--- config.mk ---
export PLATFORM = sky130hd
export DESIGN_NAME = word_unpacker
export DESIGN_NICKNAME = d
export VERILOG_FILES = /design/src/rtl/word_unpacker_pkg.sv /design/src/rtl/word_unpacker_sipo_shift.sv /design/src/rtl/word_unpacker.sv
export SDC_FILE = /design/constraint.sdc
export NUM_CORES = 1
export LEC_CHECK = 0
export BUFFER_PORTS_ARGS = -buffer_cell sky130_fd_sc_hd__clkbuf_2
export CELL_PAD_IN_SITES_DETAIL_PLACEMENT = 1
export CELL_PAD_IN_SITES_GLOBAL_PLACEMENT = 2
export CORE_MARGIN = 3
export CORE_UTILIZATION = 33
export CTS_CLUSTER_DIAMETER = 200
export CTS_CLUSTER_SIZE = 40
export DETAILED_ROUTE_END_ITERATION = 8
export PLACE_DENSITY = 0.82
export SYNTH_ARGS = -nofsm -noshare
export SYNTH_HDL_FRONTEND = slang
export SYNTH_HIERARCHICAL = 1
export SYNTH_SLANG_ARGS = --single-unit
--- constraint.sdc ---
create_clock -name clk -period 4.6 [get_ports clk]
set_input_delay 0.46 -clock clk [delete_from_list [all_inputs] [get_ports clk]]
set_output_delay 0.46 -clock clk [all_outputs]
set_load 0.02 [all_outputs]
--- src/rtl/word_unpacker_pkg.sv ---
// Shared types and sizing helpers for the serial word unpacker.
package word_unpacker_pkg;

    localparam int unsigned X_W_DEF = 4;
    localparam int unsigned Y_W_DEF = 1;

    typedef enum logic [1:0] {
        HUNT  = 2'd0,
        SHIFT = 2'd1,
        FULL  = 2'd2
    } state_t;

    // Bits needed to count 0..w inclusive.
    function automatic int unsigned cnt_width(input int unsigned w);
        return $clog2(w + 1);
    endfunction

endpackage

--- src/rtl/word_unpacker_sipo_shift.sv ---
// Serial-in shift register with bit counter; bits enter at the LSB end so the
// first bit of a word ends up as the MSB once all W bits are in.
import word_unpacker_pkg::*;

module sipo_shift #(
    parameter int unsigned W  = 5,
    parameter int unsigned CW = cnt_width(W)
) (
    input  logic          clk,
    input  logic          rst_n,
    input  logic          load_msb,
    input  logic          shift_en,
    input  logic          clr_cnt,
    input  logic          s_bit,
    output logic [W-1:0]  shreg,
    output logic [CW-1:0] count
);

    always_ff @(posedge clk) begin
        if (!rst_n) begin
            shreg <= '0;
            count <= '0;
        end else if (load_msb) begin
            shreg <= W'(s_bit);
            count <= CW'(1);
        end else if (shift_en) begin
            shreg <= {shreg[W-2:0], s_bit};
            count <= count + CW'(1);
        end else if (clr_cnt) begin
            count <= '0;
        end
    end

endmodule

--- src/rtl/word_unpacker.sv ---
// Reassembles MSB-first serial bits into packed {x, y} words with valid/ready
// handshakes on both sides and frame-error detection on mid-word sync.
import word_unpacker_pkg::*;

module word_unpacker #(
    parameter  int unsigned X_W = X_W_DEF,
    parameter  int unsigned Y_W = Y_W_DEF,
    localparam int unsigned W   = X_W + Y_W
) (
    input  logic           clk,
    input  logic           rst_n,
    input  logic           s_bit,
    input  logic           s_sync,
    input  logic           s_valid,
    output logic           s_ready,
    output logic [W-1:0]   m_z,
    output logic [X_W-1:0] m_x,
    output logic [Y_W-1:0] m_y,
    output logic           m_valid,
    input  logic           m_ready,
    output logic           frame_err
);

    localparam int unsigned CW = cnt_width(W);

    state_t          state;
    state_t          state_nx;
    logic [W-1:0]    shreg;
    logic [CW-1:0]   count;
    logic            acc_in;
    logic            out_free;
    logic            load_msb;
    logic            shift_en;
    logic            clr_cnt;
    logic            load_out;
    logic            ferr_nx;
    logic [W-1:0]    out_word;

    sipo_shift #(
        .W  (W),
        .CW (CW)
    ) u_sipo (
        .clk      (clk),
        .rst_n    (rst_n),
        .load_msb (load_msb),
        .shift_en (shift_en),
        .clr_cnt  (clr_cnt),
        .s_bit    (s_bit),
        .shreg    (shreg),
        .count    (count)
    );

    assign s_ready  = (state != FULL);
    assign acc_in   = s_valid && s_ready;
    assign out_free = !m_valid || m_ready;
    assign m_x      = m_z[W-1:Y_W];
    assign m_y      = m_z[Y_W-1:0];

    // Count 0 in SHIFT means the previous word was handed off, so the next bit
    // is an MSB regardless of sync.
    always_comb begin
        state_nx = state;
        load_msb = 1'b0;
        shift_en = 1'b0;
        clr_cnt  = 1'b0;
        load_out = 1'b0;
        ferr_nx  = 1'b0;
        out_word = shreg;
        case (state)
            HUNT: begin
                if (acc_in && s_sync) begin
                    load_msb = 1'b1;
                    state_nx = SHIFT;
                end
            end
            SHIFT: begin
                if (acc_in) begin
                    if (s_sync || (count == '0)) begin
                        load_msb = 1'b1;
                        ferr_nx  = s_sync && (count != '0);
                    end else if (count == CW'(W - 1)) begin
                        if (out_free) begin
                            load_out = 1'b1;
                            out_word = {shreg[W-2:0], s_bit};
                            clr_cnt  = 1'b1;
                        end else begin
                            shift_en = 1'b1;
                            state_nx = FULL;
                        end
                    end else begin
                        shift_en = 1'b1;
                    end
                end
            end
            FULL: begin
                if (m_ready) begin
                    load_out = 1'b1;
                    clr_cnt  = 1'b1;
                    state_nx = SHIFT;
                end
            end
            default: state_nx = HUNT;
        endcase
    end

    always_ff @(posedge clk) begin
        if (!rst_n) begin
            state     <= HUNT;
            m_z       <= '0;
            m_valid   <= 1'b0;
            frame_err <= 1'b0;
        end else begin
            state     <= state_nx;
            frame_err <= ferr_nx;
            if (load_out) begin
                m_z     <= out_word;
                m_valid <= 1'b1;
            end else if (m_ready) begin
                m_valid <= 1'b0;
            end
        end
    end

endmodule
# --- Word level (Yosys, flattened, before mapping) ---
# Cells that the tools add are included.
op_classes:
  addsub: 1
  eq_ne: 10
  n_mux: 34
  bitwise: 1
  reduce_logical: 16
ops:
  columns: ["operator", "n"]
  rows:
  - ["2-to-1 mux 5 bit", 5]
  - ["2-to-1 mux 1 bit", 18]
  - ["inequality test 2 bit (second input constant)", 7]
  - ["2-to-1 mux 2 bit", 6]
  - ["2-to-1 mux 3 bit", 2]
  - ["one-hot mux 2 bit (3 select lines)", 1]
  - ["AND reduction 6 bit", 1]
  - ["nonzero test 2 bit", 3]
  - ["nonzero test 3 bit", 2]
  - ["one-hot mux 1 bit (2 select lines)", 2]
  - ["AND reduction 4 bit", 1]
  - ["adder 3 x 1 -> 3 bit (second input constant)", 1]
  - ["equality test 3 bit (second input constant)", 1]
  - ["logical AND 1 bit", 3]
  - ["logical NOT 3 bit", 1]
  - ["equality test 2 x 1 -> 1 bit (second input constant)", 1]
  - ["equality test 2 bit (second input constant)", 1]
  - ["logical NOT 2 bit", 1]
  - ["logical OR 1 bit", 2]
  - ["OR reduction 2 bit", 1]
  - ["logical NOT 1 bit", 1]
  - ["NOT 1 bit", 1]
totals:
  register_bits: 17
  in_bits: 6
  output_inout_bits: 13
  word_cells: 70

# --- Longest topological paths before layout ---
# Gate-level depths: netlist of run 1.
logic_depth:
  word_depth: 10
  depth_mapped: 9
  depth_no_buf: 8

# --- Hierarchy ---
# The synthesis of run 1 kept the hierarchy.
by_module_without_submodules:
  columns: ["mod", "instances", "cells_per_inst", "area_per_inst_um2", "seq_area_each_um2"]
  rows:
  - ["word_unpacker", 1, 65, 563.0, 180.2]
  - ["sipo_shift", 1, 33, 329.1, 160.2]

# --- Worst setup path before layout of run 1 ---
# Ideal clock, no wire load.
synth_path:
  kind: "reg2reg"
  from: "register state[0]"
  to: "register u_sipo.count[0]"
  setup_ns: 0.120
  arrival_time_ns: 1.647
  t_required_ns: 4.480
  setup_slack_ns: 2.833
  stages_incl_launch_ff: 9
  path_buffers: 1
  period_less_slack_ns: 1.767
  path_cell_list: "dfxtp_1 inv_1 ha_1 nand3b_1 nand4bb_1 buf_4 nand2_1 nor3b_1 o31a_1"
synth_via:
  elab_cells_between_ends: 16
  cone_classes: "eq/ne: 3; mux: 9; reduce/logical: 4"
synth_lines:
  columns: ["element", "line_no", "text"]
  rows:
  - ["from (decl)", "word_unpacker.sv:26", "state_t state;"]
  - ["from (signal assigned)", "word_unpacker.sv:113", "state <= state_nx;"]
  - ["inequality test 2 bit", "word_unpacker.sv:53", "assign s_ready = (state != FULL);"]
  - ["logical AND 1 bit", "word_unpacker.sv:54", "assign acc_in = s_valid && s_ready;"]
  - ["2-to-1 mux 1 bit", "word_unpacker.sv:77", "if (acc_in) begin"]
  - ["one-hot mux 1 bit (2 select lines) *", "word_unpacker.sv:69", "case (state)"]
  - ["via clr_cnt", "word_unpacker.sv:34", "logic clr_cnt;"]
  - ["nonzero test 3 bit (no source line) *", null, null]
  - ["to (signal assigned)", "word_unpacker_sipo_shift.sv:28", "count <= count + CW'(1);"]
  - ["to (decl)", "word_unpacker_sipo_shift.sv:16", "output logic [CW-1:0] count"]
# The timed path passes the listed nets; every way through them passes the cells marked *.
# A chain may end at the register's enable or synchronous reset.

# --- Worst setup path in the final report of run 1 ---
# Same ends and word-level chain as after synthesis.

==> results of run 1 <==
-- sequential cells by signal (all words and copies together), names as in the netlist --
name	flops
m_z	5
u_sipo/shreg	5
u_sipo/count	3
state	2
frame_err	1
m_valid	1
-- area by class of cell --
cell class / count / area [sq um]
multi-input cells: 69 / 477
fillers: 324 / 1530
repair buffers: 19 / 97.6
flip-flops and latches: 17 / 340
clock inverters: 1 / 5.00
clock buffers: 3 / 22.5
inverters: 4 / 15.0
well taps: 30 / 37.5
-- worst max-delay path, stage by stage (launching register included) --
cell and delay, ns:
dfxtp_1 0.37, inv_1 0.07, ha_1 0.29, nand3b_1 0.23
nand4bb_1 0.49, nand2_1 0.28, nor3b_1 0.07, o31a_1 0.27
-- metal layers --
metal	part of all wire (%)	global-route usage, %	vias up
met2	44	20.3	13
met3	2.7	3.34	2
met4	0.70	5.96	0
met5	0	0	-
met1	52	18.1	343
li1	-	-	382
-- cell families after synthesis --
logic type / Yosys count / synth area share, %
multiplexers: 4 / 4.49
flip-flops: 17 / 38.1
adder cells (fa/ha/maj): 4 / 5.61
AO/OA/AOI/OAI: 25 / 20.1
buffers and inverters: 12 / 8.41
XOR/XNOR: 1 / 0.982
AND/OR/NAND/NOR: 35 / 22.3
-- worst paths after layout --
| check | start | to | slack, ns | depth (start not counted) |
|---|---|---|---|---|
| max | state[0] | u_sipo/count[0] | 2.43 | 7 |
| min | s_bit | u_sipo/shreg[0] | 0.43 | 3 |
| max reg2reg | state[0] | u_sipo/count[0] | 2.43 | 7 |
| min reg2reg | u_sipo/shreg[4] | u_sipo/shreg[4] | 0.52 | 2 |
-- layout by cell type (no fill, tap or decap), types with 2 or more instances in the layout --
master and n:
nor3b_1 3, clkbuf_2 18, nand2_1 4, nor3_1 3
nor2b_1 2, clkbuf_4 3, inv_1 4, dfxtp_1 17
nor2_1 14, nand3_1 2, ha_1 4, o221ai_1 5
a21oi_1 9, mux2i_1 4
-- per-stage QoR --
| stage | setup slack (ns) | hold slack [ns] | total power [mW] |
|---|---|---|---|
| 3_3_place_gp | 2.52 | 0.484 | 0.229 |
| 2_1_floorplan | 2.83 | 0.456 | 0.213 |
| 5_1_grt | 2.26 | 0.449 | 0.330 |
| 3_5_place_dp | 2.46 | 0.503 | 0.231 |
| 6_report | 2.43 | 0.429 | 0.311 |
| 4_1_cts | 2.42 | 0.426 | 0.314 |
-- power breakdown --
group	switching, mW	internal (mW)
combinational	0.0393	0.0277
sequential	0.00732	0.154
clock	0.0513	0.0323
==> metrics.sh, run 1 <==
DIE_AREA_SQ_UM=3360
SETUP.WORST_PATH.START_CLASS='flop'
GRT_ANTENNA_BEFORE_REPAIR=0
SYNTH_MOST_COMMON_CELL='dfxtp_1'
YS_TOP_CELLS_BY_COUNT='17 x dfxtp_1, 14 x nor2_1, 9 x a21oi_1'
POST_CTS_HOLD_BUFFER_COUNT=0
TOTAL_CONGESTION_OVERFLOW=0
ANTENNA_CELLS=0
PATH_CLK_SLEW_NS=0.11
POSTPLACECELLAREA_SQ_UM=967
GRT_MAX_DEGREE=13
LAYOUT_MIN_CYCLE_TIME_NS=2.17
CLOCK_TREE.BUFFER_DEPTH=2
FINCLKSKEW_NS=0.00599
SYNTH.YOSYS.SEQ_AREA_SHARE_PCT=38.1
SYNTH_WARNINGS=6
SLEW_VIOLATIONS=0
REPORT.FINAL.HOLD_VIOL_COUNT=0
VDD_IR_DROP_MAX_V=0.000124
TIMING.SLEW.HEADROOM_PCT=63.5
SYNTH_TOP_AREA_SHARE_PCT=38.1
WIRE_LENGTH_OF_THE_FIRST_GLOBAL_ROUTING_PASS_UM=3470
DRT_PRE_ANTENNA_ITERS=3
WORST-ENDPOINT-ARRIVAL_NS=2.36
FMAX_MHz=461
DRIVE_GT1_SHARE_PCT=23.0
DRC=0
CRITICAL_PATH_PEAK_FANOUT=11
DIE_WIDTH_UM=58.0
TIMING.SETUP.TNS_NS=0
CTS_BUFFERS=3
SYNTHCELLS=98
FINAL_NETS=124
WORSTHOLDPATHTYPE='in2reg'
POST-DP-HPWL_UM=1540
AVGVIACOUNTPERCELL=5.17
STATUS='completed'
POWER_PER_CELL_AREA_nW_PER_UM2=313
FINISH.UTILIZATION_PCT=39.4
CLOCK_SINK_COUNT=17
CLOCK_TREE_ROOT_DRIVER_CELL='clkbuf_4'
STARTING_DENSITY_PCT=35.4
NUMPORTBUFFERS=18
SYNTHDOMINANTAREACELLTYPE='dfxtp_1'
CORE_REGION_AREA_SQ_UM=2520
GROUTE.USAGE.OVERALL_PCT=13.5
CTS_TREE='yes'
POSTSYNTH.TOPFLOPCELL='dfxtp_1'
DRT.ANTENNA.VIOLATING_NETS=0
COUNT_OF_VIAS_PLACED_BY_THE_DETAILED_ROUTER=740
CELLLEAKAGEPOWER_nW=0.420
SYNTH.DISTINCT_CELLS=34
COUNT_OF_FLIP_FLOPS_WITH_A_BUILT_IN_ENABLE_AFTER_SYNTHESIS=0
WORST_SETUP_PATH_END_KIND='flop'
DETAIL_ROUTE.ITER0.VIOLATIONS=11
DIE-HEIGHT_UM=58.0
AREA.GROWTH.SYNTH_TO_FINAL_PCT=11.5
FINALSETUPVIOLATIONS=0
INSTANCES_NO_FILL=143
ROW_COUNT=18
TIGHTEST_PIN_TRANSITION_NS=0.542
CLK_LATENCY_NS=0.29
POST_DRT_WL_PER_CELL_UM=13.9
ROUTED_WL_UM=1990
AREA_OF_THE_MAPPED_NETLIST_SQ_UM=892
YS_SEQ_ELEMENTS=17
FINAL.PERIOD_UTILIZATION_PCT=47.2
SYNTH.TOP_CELLS.BY_AREA='dfxtp_1 38%, nor2_1 5.9%, ha_1 5.6%'
PLACE_CONGESTION=0.770
SYNTHESIS.NETS=108
CTS.REPAIR_TIMING.SETUP_BUFFER_COUNT=0
FINALINSTANCEAREA_SQ_UM=995
CTS_HTREE_LEVELS=1
FIRST_GLOBAL_VIAS=747
RSZ0062_AT_GRT='false'
TIMING.CRITICAL_PATH.REQUIRED_NS=4.79
SETUP.WORST_PATH.CLASS='reg2reg'
MAX-CAP-VIOLATIONS=0
POSTCTSRESIZEDCELLS=0
SYN-MEAN-INSTANCE-AREA_SQ_UM=9.10
DPL.CELL_COUNT=139
TOP_LEVEL_PORTS=19
ASYNC_FLOP_SHARE_PCT=0
(Power assumes the default switching activity.)
==> inputs of run 2 (changes only) <==
- CORE_UTILIZATION: 33 -> 28
- PLACE_DENSITY: 0.82 -> 0.74
- clock period: 4.6 -> 1.9 ns (I/O delays scaled with it)
==> run 2 against run 1 <==
- first-iteration DRC count is 27% higher
- clock-buffer cell count unchanged
- worst setup slack worse by 2.3 ns
- sequential power up 140%
- largest power group unchanged
- highest routed layer unchanged
==> metrics.sh, run 2 (synthesized netlist as in run 1, its figures left out) <==
POSTPLACECELLAREA_SQ_UM=1010  # +4.7%
DIE_AREA_SQ_UM=3900  # +16%
END_OF_THE_WORST_REGISTER_TO_REGISTER_PATH='u_sipo/count[0]'
GROUTE.USAGE.OVERALL_PCT=11.4  # -2.1 points
TOTAL_POWER_mW=0.769  # +150%
WORSTHOLDPATHTYPE='in2reg'
DETAIL_ROUTE.ITER0.VIOLATIONS=14  # +3
HOLD_END='u_sipo/shreg[0]'
CLOCK_TREE_ROOT_DRIVER_CELL='clkbuf_4'
POST_DRT_WL_PER_CELL_UM=12.7  # -8.9%
DRT.ANTENNA.VIOLATING_NETS=0  # unchanged
CLOCK_SINK_COUNT=17  # unchanged
POWER.NET_SWITCHING_mW=0.237  # +140%
DRC=0  # unchanged
MAX-CAP-VIOLATIONS=0  # unchanged
MIN-DELAY-START='s_bit'
WORST_SETUP_PATH_END_KIND='flop'
DPL.CELL_COUNT=155  # +12%
GRT_MAX_DEGREE=13  # unchanged
DIE-HEIGHT_UM=62.4  # +7.7%
RSZ0062_AT_GRT='false'
WORST-ENDPOINT-ARRIVAL_NS=1.93  # -0.43 ns
GRT_ANTENNA_BEFORE_REPAIR=0  # unchanged
DRT_PRE_ANTENNA_ITERS=3  # unchanged
CTS_BUFFERS=3  # unchanged
FF2FF_SETUP_SLACK_NS=0.16  # -2.27 ns
TIMING.SETUP.TNS_NS=0  # unchanged
MOSTFREQUENTLAYOUTCELL='clkbuf_2'
INTERNAL_POWER_mW=0.532  # +150%
LAYOUT_MIN_CYCLE_TIME_NS=1.74  # -0.433 ns
CELLLEAKAGEPOWER_nW=0.439  # +4.8%
POWER_FRAC_COMB_PCT=23.3  # +1.8 points
FINALSETUPVIOLATIONS=0  # unchanged
FINAL_NETS=128  # +3.2%
FMAX_MHz=575  # +25%
TIGHTEST_PIN_TRANSITION_NS=0.451  # -0.0909 ns
FINALINSTANCEAREA_SQ_UM=1040  # +4.8%
STARTING_DENSITY_PCT=30.8  # -4.6 points
POWER_PER_CELL_AREA_nW_PER_UM2=737  # +140%
REPORT.FINAL.HOLD_VIOL_COUNT=0  # unchanged
COUNT_OF_VIAS_PLACED_BY_THE_DETAILED_ROUTER=763  # +3.1%
CTS_HTREE_LEVELS=1  # unchanged
CRITICAL_PATH_PEAK_FANOUT=12  # +1
FINAL.PERIOD_UTILIZATION_PCT=91.5  # +44 points
SWITCHING_SHARE_PCT=30.8  # -0.61 points
DIE_WIDTH_UM=62.4  # +7.7%
HOLD_DEPTH=3  # unchanged
PLACE_CONGESTION=0.753  # -2.2%
FINISH.UTILIZATION_PCT=35.9  # -3.5 points
HOLD_WS_NS=0.173  # -0.256 ns
VDD_IR_DROP_MAX_V=0.000214  # +73%
INSTANCES_NO_FILL=159  # +11%
FINCLKSKEW_NS=0.00238  # -0.00362 ns
ANTENNA_CELLS=0  # unchanged
LAYOUT_TOP_REGISTERS='m_z: 5 flops, u_sipo/shreg: 5 flops, u_sipo/count: 3 flops'
TIMING.SLEW.HEADROOM_PCT=69.9  # +6.4 points
FIRST_GLOBAL_VIAS=793  # +6.2%
CLOCK_TREE.BUFFER_DEPTH=2  # unchanged
CORE_REGION_AREA_SQ_UM=2900  # +15%
TOTAL_CONGESTION_OVERFLOW=0  # unchanged
SEQUENTIALPOWERSHARE_PCT=50.6  # -1.0 points
TOP_LEVEL_PORTS=19  # unchanged
WIRE_LENGTH_OF_THE_FIRST_GLOBAL_ROUTING_PASS_UM=3650  # +5.2%
P_CLK_SHARE_PCT=26.1  # -0.7 points
DP_SLACK_NS=0.182  # -2.28 ns
CLK_LATENCY_NS=0.29  # about the same
SETUP.WORST_PATH.START_CLASS='flop'
TIMING.CRITICAL_PATH.REQUIRED_NS=2.09  # -2.70 ns
SETUP.WORST_PATH.CLASS='reg2reg'
PATH_CLK_SLEW_NS=0.11  # about the same
AREA.GROWTH.SYNTH_TO_FINAL_PCT=16.8
LAYOUT.CELLS.MOST_COMMON_LIST='18 x clkbuf_2, 17 x dfxtp_1, 14 x nor2_1'
SLEW_VIOLATIONS=0  # unchanged
POSTLAYOUTSETUPSLACKWORST_NS=0.162  # -2.27 ns
NUMPORTBUFFERS=18  # unchanged
TIMING.REG2REG.WORST_PATH_DEPTH=7  # unchanged
POST-DP-HPWL_UM=1600  # +3.9%
CRIT-REG2REG-LAUNCH='state[0]'
ROW_COUNT=19  # +1
CTS_TREE='yes'
DRIVE_GT1_SHARE_PCT=26.5  # +3.5 points
POST_CTS_HOLD_BUFFER_COUNT=0  # unchanged
AVGVIACOUNTPERCELL=4.80  # -7.3%
ROUTED_WL_UM=2020  # +1.3%
STATUS='completed'
==> run 2: changes by cell type in the layout (fill, tap and decap cells not counted), sizes merged <==
cell / before / now
buf: 1 / 5
==> run 2: worst max-delay path by stage <==
stage,slack (ns),from,endpoint
final,0.16,state[0],u_sipo/count[0]
after global routing,0.009,state[0],u_sipo/count[0]
after global placement,0.21,state[0],u_sipo/count[1]
after detailed placement,0.18,state[0],u_sipo/count[1]
after floorplan,0.13,state[0],u_sipo/count[0]
after CTS,0.14,state[0],u_sipo/count[0]
==> run 2: final cells by class <==
class,instances,area [sq um]
multi-input combinational,69,479
fill,373,1860
sequential,17,340
clock buffer,3,22.5
clock inverter,1,5.00
tap,42,52.6
timing repair buffer,23,128
inverter,4,15.0
==> run 2: critical path, stage by stage, from the launching register on <==
cell and delay [ns]:
dfxtp_1 0.37, inv_1 0.07, ha_1 0.21, nand3b_1 0.20, nor3_1 0.23, buf_4 0.23
nor3b_1 0.07, o31a_1 0.27
==> run 2: power groups by stage <==
| stage | sequential, mW | combinational (mW) | clock [mW] |
|---|---|---|---|
| 2_1_floorplan | 0.394 | 0.121 | 0 |
| 3_5_place_dp | 0.399 | 0.178 | 0 |
| 6_report | 0.389 | 0.179 | 0.201 |
| 3_3_place_gp | 0.396 | 0.175 | 0 |
| 4_1_cts | 0.390 | 0.180 | 0.211 |
| 5_1_grt | 0.393 | 0.203 | 0.218 |
==> run 2: layer usage <==
| layer | GRT usage (%) | routed length [um] |
|---|---|---|
| met1 | 14.6 | 1000 |
| met2 | 18.2 | 923 |
| met3 | 3.06 | 77 |
| met4 | 4.13 | 18 |
| met5 | 0 | 0 |
==> run 2: repair_timing <==
item                                   in CTS  in global routing
setup endpoints to repair                   0                  7
gates resized for setup                     0                  1
endpoints found under the hold margin       0                  0
setup buffers                               0                  0
